==> src/rtl/muldiv_pkg.sv <==
// Shared types and op-decode helpers for the iterative multiply/divide unit.
package muldiv_pkg;

    typedef enum logic [2:0] {
        MULT  = 3'd0,
        MULTU = 3'd1,
        MADD  = 3'd2,
        MADDU = 3'd3,
        MSUB  = 3'd4,
        MSUBU = 3'd5,
        DIV   = 3'd6,
        DIVU  = 3'd7
    } muldiv_op_t;

    typedef enum logic [1:0] {
        ST_IDLE  = 2'd0,
        ST_CALC  = 2'd1,
        ST_FIXUP = 2'd2,
        ST_DONE  = 2'd3
    } muldiv_state_t;

    function automatic logic is_div(input muldiv_op_t op);
        return (op == DIV) || (op == DIVU);
    endfunction

    function automatic logic is_signed(input muldiv_op_t op);
        return (op == MULT) || (op == MADD) || (op == MSUB) || (op == DIV);
    endfunction

    function automatic logic is_acc(input muldiv_op_t op);
        return (op == MADD) || (op == MADDU) || (op == MSUB) || (op == MSUBU);
    endfunction

    function automatic logic is_sub(input muldiv_op_t op);
        return (op == MSUB) || (op == MSUBU);
    endfunction

endpackage

==> src/rtl/muldiv_signfix.sv <==
// Operand magnitude extraction and result sign restoration for signed ops.
module muldiv_signfix #(
    parameter int WIDTH = 32
) (
    input  logic [WIDTH-1:0] a,
    input  logic [WIDTH-1:0] b,
    input  logic             sgn,
    output logic [WIDTH-1:0] abs_a,
    output logic [WIDTH-1:0] abs_b,
    output logic             neg_a,
    output logic             neg_b,
    input  logic [WIDTH-1:0] res_hi,
    input  logic [WIDTH-1:0] res_lo,
    input  logic             div,
    input  logic             neg_lo,
    input  logic             neg_hi,
    output logic [WIDTH-1:0] fix_hi,
    output logic [WIDTH-1:0] fix_lo
);

    logic [2*WIDTH-1:0] prod_neg;

    assign neg_a = sgn & a[WIDTH-1];
    assign neg_b = sgn & b[WIDTH-1];
    assign abs_a = neg_a ? -a : a;
    assign abs_b = neg_b ? -b : b;

    assign prod_neg = -{res_hi, res_lo};

    // Divide fixes quotient and remainder independently; multiply negates the full product.
    always_comb begin
        fix_hi = res_hi;
        fix_lo = res_lo;
        if (div) begin
            if (neg_lo) fix_lo = -res_lo;
            if (neg_hi) fix_hi = -res_hi;
        end else if (neg_lo) begin
            {fix_hi, fix_lo} = prod_neg;
        end
    end

endmodule

==> src/rtl/muldiv_unit.sv <==
// Iterative radix-2 multiply/divide unit with HI/LO accumulate support.
module muldiv_unit
    import muldiv_pkg::*;
#(
    parameter int WIDTH = 32,
    parameter int CNT_W = $clog2(WIDTH + 1)
) (
    input  logic             clk_i,
    input  logic             rst_i,
    input  logic             start_i,
    input  logic [2:0]       op_i,
    input  logic [WIDTH-1:0] a_i,
    input  logic [WIDTH-1:0] b_i,
    input  logic [WIDTH-1:0] hi_i,
    input  logic [WIDTH-1:0] lo_i,
    input  logic             flush_i,
    output logic             busy_o,
    output logic             done_o,
    output logic [WIDTH-1:0] hi_o,
    output logic [WIDTH-1:0] lo_o,
    output logic             div_by_zero_o
);

    muldiv_state_t      state;
    muldiv_op_t         op_in;
    muldiv_op_t         op;
    logic [CNT_W-1:0]   cnt;
    logic [WIDTH-1:0]   opnd;
    logic [WIDTH-1:0]   hi_r;
    logic [WIDTH-1:0]   lo_r;
    logic [WIDTH-1:0]   dividend;
    logic [2*WIDTH-1:0] acc;
    logic               b_zero;
    logic               neg_lo;
    logic               neg_hi;

    logic [WIDTH-1:0]   abs_a;
    logic [WIDTH-1:0]   abs_b;
    logic               neg_a;
    logic               neg_b;
    logic [WIDTH-1:0]   fix_hi;
    logic [WIDTH-1:0]   fix_lo;

    logic [WIDTH:0]     add_sum;
    logic [WIDTH:0]     shl;
    logic [WIDTH-1:0]   sub_d;
    logic               fits;
    logic [2*WIDTH-1:0] prod;
    logic [2*WIDTH-1:0] acc_res;

    assign op_in = muldiv_op_t'(op_i);

    muldiv_signfix #(.WIDTH(WIDTH)) u_signfix (
        .a      (a_i),
        .b      (b_i),
        .sgn    (is_signed(op_in)),
        .abs_a  (abs_a),
        .abs_b  (abs_b),
        .neg_a  (neg_a),
        .neg_b  (neg_b),
        .res_hi (hi_r),
        .res_lo (lo_r),
        .div    (is_div(op)),
        .neg_lo (neg_lo),
        .neg_hi (neg_hi),
        .fix_hi (fix_hi),
        .fix_lo (fix_lo)
    );

    // Shift-add multiply step: hi accumulates, lo shifts out multiplier bits.
    assign add_sum = {1'b0, hi_r} + (lo_r[0] ? {1'b0, opnd} : '0);

    // Restoring divide step: remainder in hi, quotient shifts into lo.
    assign shl   = {hi_r, lo_r[WIDTH-1]};
    assign fits  = shl >= {1'b0, opnd};
    assign sub_d = shl[WIDTH-1:0] - opnd;

    assign prod    = {fix_hi, fix_lo};
    assign acc_res = is_sub(op) ? acc - prod : acc + prod;

    always_ff @(posedge clk_i or posedge rst_i) begin
        if (rst_i) begin
            state         <= ST_IDLE;
            op            <= MULTU;
            cnt           <= '0;
            opnd          <= '0;
            hi_r          <= '0;
            lo_r          <= '0;
            dividend      <= '0;
            acc           <= '0;
            b_zero        <= 1'b0;
            neg_lo        <= 1'b0;
            neg_hi        <= 1'b0;
            busy_o        <= 1'b0;
            done_o        <= 1'b0;
            div_by_zero_o <= 1'b0;
            hi_o          <= '0;
            lo_o          <= '0;
        end else begin
            done_o        <= 1'b0;
            div_by_zero_o <= 1'b0;
            if (flush_i) begin
                state  <= ST_IDLE;
                busy_o <= 1'b0;
            end else begin
                unique case (state)
                    ST_IDLE: begin
                        if (start_i) begin
                            state    <= ST_CALC;
                            busy_o   <= 1'b1;
                            op       <= op_in;
                            cnt      <= '0;
                            dividend <= a_i;
                            b_zero   <= (b_i == '0);
                            acc      <= {hi_i, lo_i};
                            neg_lo   <= neg_a ^ neg_b;
                            neg_hi   <= neg_a;
                            hi_r     <= '0;
                            opnd     <= is_div(op_in) ? abs_b : abs_a;
                            lo_r     <= is_div(op_in) ? abs_a : abs_b;
                        end
                    end
                    ST_CALC: begin
                        if (is_div(op)) begin
                            hi_r <= fits ? sub_d : shl[WIDTH-1:0];
                            lo_r <= {lo_r[WIDTH-2:0], fits};
                        end else begin
                            hi_r <= add_sum[WIDTH:1];
                            lo_r <= {add_sum[0], lo_r[WIDTH-1:1]};
                        end
                        cnt <= cnt + 1'b1;
                        if (cnt == CNT_W'(WIDTH - 1)) state <= ST_FIXUP;
                    end
                    ST_FIXUP: begin
                        if (is_div(op) && b_zero) begin
                            hi_r <= dividend;
                            lo_r <= '1;
                        end else if (is_acc(op)) begin
                            {hi_r, lo_r} <= acc_res;
                        end else begin
                            {hi_r, lo_r} <= prod;
                        end
                        state <= ST_DONE;
                    end
                    ST_DONE: begin
                        hi_o          <= hi_r;
                        lo_o          <= lo_r;
                        done_o        <= 1'b1;
                        div_by_zero_o <= is_div(op) && b_zero;
                        busy_o        <= 1'b0;
                        state         <= ST_IDLE;
                    end
                    default: state <= ST_IDLE;
                endcase
            end
        end
    end

endmodule
==> config.mk <==
export PLATFORM = sky130hd
export DESIGN_NAME = muldiv_unit
export DESIGN_NICKNAME = d
export VERILOG_FILES = /design/src/rtl/muldiv_pkg.sv /design/src/rtl/muldiv_signfix.sv /design/src/rtl/muldiv_unit.sv
export SDC_FILE = /design/constraint.sdc
export NUM_CORES = 1
export LEC_CHECK = 0
export BUFFER_PORTS_ARGS = -buffer_cell sky130_fd_sc_hd__buf_2
export CORE_ASPECT_RATIO = 1.25
export CORE_UTILIZATION = 35
export DETAILED_ROUTE_END_ITERATION = 6
export GPL_TIMING_DRIVEN = 0
export HOLD_SLACK_MARGIN = 0.08
export PLACE_DENSITY = 0.5
export SLEW_MARGIN = 5
export SYNTH_ARGS = -nofsm -noshare
export SYNTH_HDL_FRONTEND = slang
export SYNTH_SLANG_ARGS = --single-unit
==> constraint.sdc <==
create_clock -name clk_i -period 13.99 [get_ports clk_i]
set_input_delay 2.0985 -clock clk_i [delete_from_list [all_inputs] [get_ports clk_i]]
set_output_delay 2.0985 -clock clk_i [all_outputs]
set_load 0.01 [all_outputs]
==> impl_metrics.env, run 1 <==
export IMPL_ys_ff_latch=272
export IMPL_synth_area_um2=25700
export IMPL_dr_pass1_iters=6
export IMPL_first_global_vias=26700
export IMPL_reg2regPathDepth=24
export IMPL_cts_max_level=2
export IMPL_synth_cells=3204
export IMPL_reg2reg_slack_ns=3.27
export IMPL_ios=202
export IMPL_critPathArrivalTime_ns=11.19
export IMPL_async_flop_share_pct=100
export IMPL_worst_pin_slew_ns=1.27
export IMPL_finalSetupViolCount=0
export IMPL_clk_pin_slew_ns=0.06
export IMPL_startpoint_type="flop"
export IMPL_cts_path_max_buffers=3
export IMPL_synthToLayoutAreaGrowth_pct=13.2
export IMPL_drc=0
export IMPL_layout_common_cells="nand2_1 (287), a21oi_1 (274), o21ai_0 (273)"
export IMPL_layout_commonest_cell="nand2_1"
export IMPL_yosys_warnings=0
export IMPL_antennaDiodeCount=0
export IMPL_dp_cells=4359
export IMPL_cts_buffers=34
export IMPL_die_w_um=244
export IMPL_n_fill_cell=7794
export IMPL_drt_antenna_violating_nets=0
export IMPL_synthFlopType="dfrtp_1"
export IMPL_syn_area_per_cell_um2=8.02
export IMPL_io_buffers=200
export IMPL_fin_crit_ns=10.72
export IMPL_slew_headroom_pct=14.5
export IMPL_cp_end_kind="flop"
export IMPL_yosysUniqueCellTypes=86
export IMPL_use_met1_pct=38.3
export IMPL_overflow=0
export IMPL_tritoncts="yes"
export IMPL_drv_slew=0
export IMPL_placeableCoreArea_um2=72300
export IMPL_drtIter0Drc=2687
export IMPL_rsz0062_at_grt="no"
export IMPL_fmax_ghz=0.0933
export IMPL_cts_sinks=272
export IMPL_finalNonFillerCells=4418
export IMPL_synth_edf_count=0
export IMPL_initial_core_util_pct=35.5
export IMPL_hp_class="flop to flop"
export IMPL_reg2reg_to="hi_r[22]"
export IMPL_fin_skew_ns=0.0270
export IMPL_worst_path_max_fanout=11
export IMPL_critPathKind="flop to flop"
export IMPL_antenna_found_initial=4
export IMPL_drv_cap=0
export IMPL_drive_above_1_share_pct=13.6
export IMPL_vias=27100
export IMPL_track_usage_pct=34.1
export IMPL_ctsResizeCount=0
export IMPL_reg2reg_from="lo_r[0]"
export IMPL_grt_busiest_layer="met2"
export IMPL_avgRoutedWirePerCell_um=29.4
export IMPL_fp_row_count=110
export IMPL_outcome="complete, no violations"
export IMPL_worstPathRequired_ns=14.46
export IMPL_mappedNetlistNets=3479
export IMPL_fp_dieH_um=305
export IMPL_max_stage_delay_ns=1.03
export IMPL_crit_path_start="lo_r[0]"
export IMPL_grt_pass1_wl_um=185000
export IMPL_use_met3_pct=4.96
export IMPL_gp_congestion=1.02
export IMPL_drt_wl_total_um=130000
export IMPL_slowest_stage="nor4_1"
export IMPL_cts_root_buf="clkbuf_16"
export IMPL_grt_max_degree=107
export IMPL_hold_violations=0
export IMPL_period_share_pct=76.6
export IMPL_die_area_um2=74500
export IMPL_holdBufCountCts=0
export IMPL_globalRouteMet2Util_pct=57.7
export IMPL_tns_ns=0
export IMPL_cts_setup_buffers=0
export IMPL_crit_chain="clkbuf_1 -> clkinv_1 -> clkbuf_1 -> ha_1 -> nor4bb_1 -> a211oi_1 -> nand2_1 -> nor4_1 -> nand4_1 -> nor4_1 -> nand4_1 -> nand2_1 -> xnor2_1 -> ha_1 -> and3_1 -> a221o_1 -> a21oi_1 -> o21ai_0 -> a2111oi_0 -> a211oi_1 -> o21ai_0 -> nand2b_1 -> mux2_2 -> o31ai_1"
export IMPL_yosysSeqAreaShare_pct=26.5
export IMPL_clock_latency_ns=0.58
export IMPL_endpoint="hi_r[22]"
export IMPL_nNetsFinal=3718
export IMPL_dp_final_hpwl_um=106000
export IMPL_vias_per_cell=6.13
[cell type report]
type,count,area (µm²),share of cell area (%)
Timing Repair Buffer,203,1060,3.65
Clock inverter,8,97.6,0.336
Multi-Input combinational cell,2617,17700,60.8
Buffer,212,822,2.83
Tap cell,952,1190,4.10
Inverter,103,394,1.36
Clock buffer,51,1030,3.53
Sequential cell,272,6810,23.4
[cell usage after synthesis, types with 15 or more instances]
| cell type | number | area [µm²] |
|---|---|---|
| xor2_1 | 146 | 1280 |
| o41ai_1 | 17 | 149 |
| nand2_1 | 287 | 1080 |
| a211oi_1 | 58 | 435 |
| o22ai_1 | 15 | 93.8 |
| a221o_1 | 16 | 160 |
| a21oi_1 | 274 | 1370 |
| dfrtp_1 | 272 | 6810 |
| xnor2_1 | 136 | 1190 |
| or3_1 | 35 | 219 |
| a31oi_1 | 39 | 244 |
| o21a_1 | 21 | 158 |
| o221ai_1 | 25 | 219 |
| mux2i_1 | 43 | 430 |
| o31ai_1 | 37 | 278 |
| nand3_1 | 60 | 300 |
| clkbuf_1 | 185 | 694 |
| o21bai_1 | 21 | 158 |
| ha_1 | 137 | 1710 |
| nor3_1 | 62 | 310 |
| a21o_1 | 58 | 435 |
| mux2_2 | 162 | 1820 |
| o21ai_0 | 273 | 1370 |
| nor4_1 | 41 | 257 |
| and2_1 | 26 | 163 |
| inv_1 | 102 | 383 |
| nand4_1 | 31 | 194 |
| nor2b_1 | 27 | 169 |
| o211ai_1 | 45 | 338 |
| or4_1 | 15 | 113 |
| nor2_1 | 271 | 1020 |
| buf_2 | 15 | 75.1 |
| nand2b_1 | 30 | 188 |
| and3_1 | 34 | 213 |
[registers in the layout, indices dropped and copies added (netlist names), 2 cells and up]
register and flops:
acc 64, dividend 32, hi_o 32, hi_r 32, lo_o 32, lo_r 32, opnd 32, cnt 6
op 2, state 2
[cell families after synthesis]
family	share of synthesized area [%]
DFF	26.5
muxes	8.78
xor gates and xnor gates	9.62
adders and majority gates	6.91
buffers and inverters	4.71
AOI/OAI and AO/OA	25.4
and+or+nand+nor	18.1
[worst max-delay path, delay by kind of cell, from the launching register on]
kind	cells	cell delay [ns]
compound gates	8	3.19
xor+xnor	1	0.10
mux	1	0.34
simple gates	9	3.67
fa+ha+maj	2	0.89
flops	1	0.41
buf+inv	3	2.00
[per-layer routing]
metal  vias up  part of all wire, %
li1      12200                    -
met5         -               0.0085
met4         2                  9.0
met2      1197                   47
met3       383                  5.9
met1     13300                   38
[how the worst min path moves through the flow]
stage / depth (start not counted) / from / slack [ns] / to
after CTS: 2 / opnd[8] / 0.48 / opnd[8]
after global routing: 2 / opnd[19] / 0.49 / opnd[19]
final: 2 / opnd[23] / 0.48 / opnd[23]
after floorplan: 2 / dividend[22] / 0.45 / dividend[22]
after detailed placement: 2 / opnd[8] / 0.47 / opnd[8]
after global placement: 2 / opnd[19] / 0.46 / opnd[19]
[stage by stage]
stage	setup slack, ns	utilization, %	hold slack (ns)	area [µm²]
after floorplan	4.40	-	0.450	25700
after global placement	0.375	38.6	0.465	27900
after detailed placement	3.64	38.7	0.470	27900
after CTS	3.57	40.2	0.483	29100
after global routing	2.34	40.2	0.495	29100
final	3.27	40.2	0.476	29100
Power of run 1 is not shown: default switching activity piles up to over one toggle a cycle in this logic, so the estimate is an artifact.
==> run 2, diff against run 1 <==
- PLACE_DENSITY: 0.5 -> 0.52
- clock period: 13.99 -> 9.75 ns (I/O delays scaled with it)
==> run 2 against run 1 <==
  * Worst setup slack lost 2.6 ns
  * Clock skew shrank 0.013 ns
  * Core utilization shrank 0.083 points
  * First-iteration DRC count shrank 8.3%
  * Maximum frequency grew 18%
  * Cell count is essentially flat
  * Critical path depth is the same
  * Sequential share of layout area is essentially flat
  * Critical path type unchanged
  * Highest routed layer unchanged
==> impl_metrics.env, run 2 (synthesized netlist as in run 1, its figures left out) <==
export IMPL_first_global_vias=25800
export IMPL_drc=0
export IMPL_finalWorstSetupSlack_ns=0.648
export IMPL_top_register="acc"
export IMPL_dr_pass1_iters=6
export IMPL_hp_class="flop to flop"
export IMPL_ios=202
export IMPL_outcome="complete, no violations"
export IMPL_fp_row_count=110
export IMPL_dp_final_hpwl_um=94100
export IMPL_grt_pass1_wl_um=168000
export IMPL_initial_core_util_pct=35.5
export IMPL_cts_path_max_buffers=3
export IMPL_finalSetupViolCount=0
export IMPL_period_share_pct=93.4
export IMPL_fin_util_pct=40.1
export IMPL_drt_antenna_violating_nets=0
export IMPL_drv_cap=0
export IMPL_fmax_ghz=0.110
export IMPL_drtIter0Drc=2464
export IMPL_crit_chain="clkbuf_2 -> clkinvlp_4 -> clkbuf_2 -> ha_1 -> or3b_2 -> a211oi_1 -> nand2_1 -> nor4_1 -> nand4_1 -> nor4_1 -> and4_1 -> a21oi_1 -> xnor2_1 -> ha_1 -> and3_1 -> a221o_1 -> a21oi_1 -> o21ai_0 -> a2111oi_0 -> a211oi_1 -> o21ai_1 -> nand2b_1 -> mux2_2 -> o31ai_1"
export IMPL_track_usage_pct=30.3
export IMPL_clock_latency_ns=0.61
export IMPL_worst_pin_slew_ns=1.30
export IMPL_cts_root_buf="clkbuf_16"
export IMPL_clk_pin_slew_ns=0.06
export IMPL_gp_congestion=0.989
export IMPL_hold_violations=0
export IMPL_vias=26500
export IMPL_cts_max_level=1
export IMPL_tritoncts="yes"
export IMPL_reg2regPathDepth=24
export IMPL_drt_wl_total_um=115000
export IMPL_slew_headroom_pct=13.5
export IMPL_rsz0062_at_grt="no"
export IMPL_holdBufCountCts=0
export IMPL_io_buffers=200
export IMPL_cp_end_kind="flop"
export IMPL_layout_common_cells="nand2_1 (287), a21oi_1 (274), o21ai_0 (272), dfrtp_1 (272), nor2_1 (271)"
export IMPL_reg2reg_slack_ns=0.65
export IMPL_nNetsFinal=3714
export IMPL_grt_max_degree=111
export IMPL_cts_sinks=272
export IMPL_fin_skew_ns=0.0140
export IMPL_cts_setup_buffers=0
export IMPL_overflow=0
export IMPL_slowest_stage="nor4_1"
export IMPL_endpoint="hi_r[22]"
export IMPL_die_w_um=244
export IMPL_layout_commonest_cell="nand2_1"
export IMPL_cts_buffers=31
export IMPL_synthToLayoutAreaGrowth_pct=12.9
export IMPL_reg2reg_from="lo_r[0]"
export IMPL_largest_reg_flops=64
export IMPL_crit_path_start="lo_r[0]"
export IMPL_drive_above_1_share_pct=13.6
export IMPL_critPathKind="flop to flop"
export IMPL_worstPathRequired_ns=10.26
export IMPL_startpoint_type="flop"
export IMPL_avgRoutedWirePerCell_um=26.1
export IMPL_dp_slack_ns=-0.116
export IMPL_reg2reg_to="hi_r[22]"
export IMPL_max_stage_delay_ns=0.75
export IMPL_die_area_um2=74500
export IMPL_fin_crit_ns=9.10
export IMPL_placeableCoreArea_um2=72300
export IMPL_critPathArrivalTime_ns=9.61
export IMPL_fp_dieH_um=305
export IMPL_drv_slew=0
export IMPL_antenna_found_initial=5
export IMPL_worst_path_max_fanout=12
export IMPL_vias_per_cell=6.00
export IMPL_n_fill_cell=7675
## run 2: cell type report
class | count | area (µm²) | share of cell area (%)
Antenna cell | 2 | 5.00 | 0.0173
Buffer | 212 | 825 | 2.84
Clock buffer | 40 | 840 | 2.89
Clock inverter | 15 | 213 | 0.733
Inverter | 103 | 398 | 1.37
Multi-Input combinational cell | 2617 | 17700 | 60.9
Sequential cell | 272 | 6810 | 23.5
Tap cell | 952 | 1190 | 4.11
Timing Repair Buffer | 202 | 1060 | 3.64
## run 2: worst min path at each step
| stage | start | end | slack, ns | cells after the start |
|---|---|---|---|---|
| 2_1_floorplan | dividend[22] | dividend[22] | 0.45 | 2 |
| 3_3_place_gp | opnd[29] | opnd[29] | 0.46 | 2 |
| 3_5_place_dp | opnd[10] | opnd[10] | 0.47 | 2 |
| 4_1_cts | opnd[10] | opnd[10] | 0.49 | 2 |
| 5_1_grt | opnd[15] | opnd[15] | 0.50 | 2 |
| 6_report | opnd[19] | opnd[19] | 0.48 | 2 |
## run 2: critical path: cells and delay by family (launching register included)
| kind | cells | cell delay (ns) |
|---|---|---|
| adders and majority gates | 2 | 0.71 |
| DFF | 1 | 0.42 |
| AOI/OAI and AO/OA | 9 | 3.07 |
| and+or+nand+nor | 8 | 3.06 |
| buffers and inverters | 3 | 1.10 |
| xor gates and xnor gates | 1 | 0.26 |
| muxes | 1 | 0.35 |
## run 2: routing by layer
layer | GRT usage [%] | vias up | routed length [µm]
met5 | 0 | - | 29
met4 | 22.7 | 4 | 9890
met3 | 3.61 | 313 | 6980
met2 | 48.7 | 1155 | 52400
met1 | 37.1 | 12800 | 46100
li1 | - | 12200 | -
## run 2: stage by stage
stage	std cells	setup TNS, ns	cell area [µm²]	hold slack (ns)
global placement	4356	-800.45	27900	0.465
floorplan	3204	0	25700	0.450
detailed placement	4358	-0.478	27900	0.474
finish	4415	0	29000	0.480
global route	4414	0	29000	0.504
CTS	4413	0	29000	0.489
## run 2: repair_timing
item,CTS,global route
gates resized for setup,1,7
pin swaps,0,0
endpoints found under the setup margin,5,8
gates cloned,0,0
Power of run 2 is left out for the same reason.
==> run 3, diff against run 2 <==
- PLACE_DENSITY: 0.52 -> 0.5
- clock period: 9.75 -> 11.3 ns (I/O delays scaled with it)
==> run 3 against run 2 <==
  * Clock skew grew 0.014 ns
  * Wire length increased by 13%
  * Clock-buffer cell count is 11 higher
  * Register-to-register slack improved by 0.11 ns
  * Core utilization grew 0.092 points
  * Worst setup slack better by 0.11 ns
  * Critical path type unchanged
  * Highest routed layer unchanged
==> impl_metrics.env, run 3 (synthesized netlist as in run 1, its figures left out) <==
export IMPL_outcome="complete, no violations"
export IMPL_vias_per_cell=6.15
export IMPL_io_buffers=200
export IMPL_worst_path_max_fanout=11
export IMPL_cts_path_max_buffers=3
export IMPL_crit_buf_inv=3
export IMPL_tritoncts="yes"
export IMPL_worstPathRequired_ns=11.74
export IMPL_dp_final_hpwl_um=106000
export IMPL_nNetsFinal=3718
export IMPL_worst_pin_slew_ns=1.27
export IMPL_crit_chain="clkbuf_1 -> clkinv_1 -> clkbuf_1 -> ha_1 -> nor4bb_1 -> a211oi_1 -> nand2_1 -> nor4_1 -> nand4_1 -> nor4_1 -> and4_1 -> a21oi_1 -> xnor2_1 -> ha_1 -> and3_1 -> a221o_1 -> a21oi_1 -> o21ai_0 -> a2111oi_0 -> a211oi_1 -> o21ai_0 -> o21ai_0 -> xnor2_1 -> o211ai_1"
export IMPL_initial_core_util_pct=35.5
export IMPL_drv_cap=0
export IMPL_synthToLayoutAreaGrowth_pct=13.2
export IMPL_fp_dieH_um=305
export IMPL_slew_headroom_pct=14.8
export IMPL_gp_congestion=1.02
export IMPL_drt_wl_total_um=130000
export IMPL_layout_commonest_cell="nand2_1"
export IMPL_hp_class="flop to flop"
export IMPL_cts_root_buf="clkbuf_16"
export IMPL_critical_path_top_delay_family="compound AO/OA/AOI/OAI gates"
export IMPL_die_w_um=244
export IMPL_layout_common_cells="nand2_1 (287), a21oi_1 (274), o21ai_0 (273)"
export IMPL_holdWs_ns=0.476
export IMPL_grt_max_degree=107
export IMPL_clock_latency_ns=0.58
export IMPL_hold_violations=0
export IMPL_antennaDiodeCount=0
export IMPL_grt_pass1_wl_um=185000
export IMPL_path_common_cell="o21ai_0"
export IMPL_cts_setup_buffers=0
export IMPL_drv_slew=0
export IMPL_slowest_stage="nor4_1"
export IMPL_max_stage_delay_ns=1.04
export IMPL_avgRoutedWirePerCell_um=29.4
export IMPL_period_share_pct=93.3
export IMPL_finalSetupViolCount=0
export IMPL_track_usage_pct=34.1
export IMPL_placeableCoreArea_um2=72300
export IMPL_first_global_vias=26700
export IMPL_die_area_um2=74500
export IMPL_cts_max_level=2
export IMPL_rsz0062_at_grt="no"
export IMPL_dr_pass1_iters=6
export IMPL_cts_sinks=272
export IMPL_cts_buffers=34
export IMPL_drt_antenna_violating_nets=0
export IMPL_critPathArrivalTime_ns=10.98
export IMPL_startpoint_type="flop"
export IMPL_drtIter0Drc=2722
export IMPL_fin_crit_ns=10.54
export IMPL_antenna_found_initial=4
export IMPL_clk_pin_slew_ns=0.06
export IMPL_vias=27200
export IMPL_largest_reg_flops=64
export IMPL_overflow=0
export IMPL_cp_end_kind="flop"
export IMPL_ios=202
export IMPL_fp_row_count=110
export IMPL_fmax_ghz=0.0949
export IMPL_drive_above_1_share_pct=13.6
export IMPL_top_register="acc"
export IMPL_critPathKind="flop to flop"
export IMPL_fin_skew_ns=0.0283
export IMPL_drc=0
-- run 3: cell count changes in the layout (fill, tap and decap cells not counted), moves of 2 or more --
cell	delta
clkbuf_2	-2
clkbuf_16	+4
clkinv_2	-2
bufinv_16	-3
diode_2	-2
clkbuf_1	+3
clkbuf_8	+6
clkinvlp_4	-3
-- run 3: worst reg2reg max path, stage by stage, from the launching register on --
cell	delay, ns
dfrtp_1	0.41
clkbuf_1	0.63
clkinv_1	0.78
clkbuf_1	0.61
ha_1	0.47
nor4bb_1	0.17
a211oi_1	0.54
nand2_1	0.24
nor4_1	0.64
nand4_1	0.38
nor4_1	1.05
and4_1	0.35
a21oi_1	0.09
xnor2_1	0.27
ha_1	0.36
and3_1	0.22
a221o_1	0.32
a21oi_1	0.22
o21ai_0	0.17
a2111oi_0	0.66
a211oi_1	0.20
o21ai_0	0.88
o21ai_0	0.28
xnor2_1	0.36
o211ai_1	0.12
-- run 3: path summary, 6_finish.rpt --
path	to	cells after the start	slack, ns	start
worst min-delay path	opnd[23]	2	0.48	opnd[23]
worst max-delay path	hi_r[26]	24	0.76	lo_r[0]
max in group asynchronous	hi_o[2]	4	8.71	rst_i
min in group asynchronous	acc[16]	2	1.16	rst_i
worst max register to register	hi_r[26]	24	0.76	lo_r[0]
worst min register to register	opnd[23]	2	0.48	opnd[23]
-- run 3: metal layers --
layer | wire, µm | GRT usage (%) | vias up
met5 | 11 | 0 | -
met3 | 8070 | 4.96 | 397
li1 | - | - | 12200
met2 | 61500 | 57.7 | 1229
met4 | 11900 | 26.7 | 2
met1 | 48400 | 38.3 | 13300
-- run 3: metrics by stage --
stage	setup WS (ns)	std cells	cell area [µm²]	util [%]	TNS, ns
6_report	0.759	4418	29100	40.2	0
5_1_grt	0.0306	4418	29100	40.2	0
4_1_cts	0.883	4418	29100	40.2	0
3_5_place_dp	0.954	4359	27900	38.7	0
3_3_place_gp	-1.91	4356	27900	38.6	-503.87
2_1_floorplan	2.11	3204	25700	-	0
-- run 3: repair_timing --
item                       in CTS  in global routing
resized for setup               0                  1
hold buffers                    0                  0
setup endpoints to repair       0                  7
-- run 3: layout make-up --
class / count / area, µm²
Multi-Input combinational cell: 2617 / 17700
Fill cell: 7792 / 43200
Clock buffer: 51 / 1030
Inverter: 103 / 394
Timing Repair Buffer: 203 / 1060
Tap cell: 952 / 1190
Buffer: 212 / 822
Sequential cell: 272 / 6810
Clock inverter: 8 / 97.6
Power of run 3 is left out for the same reason.
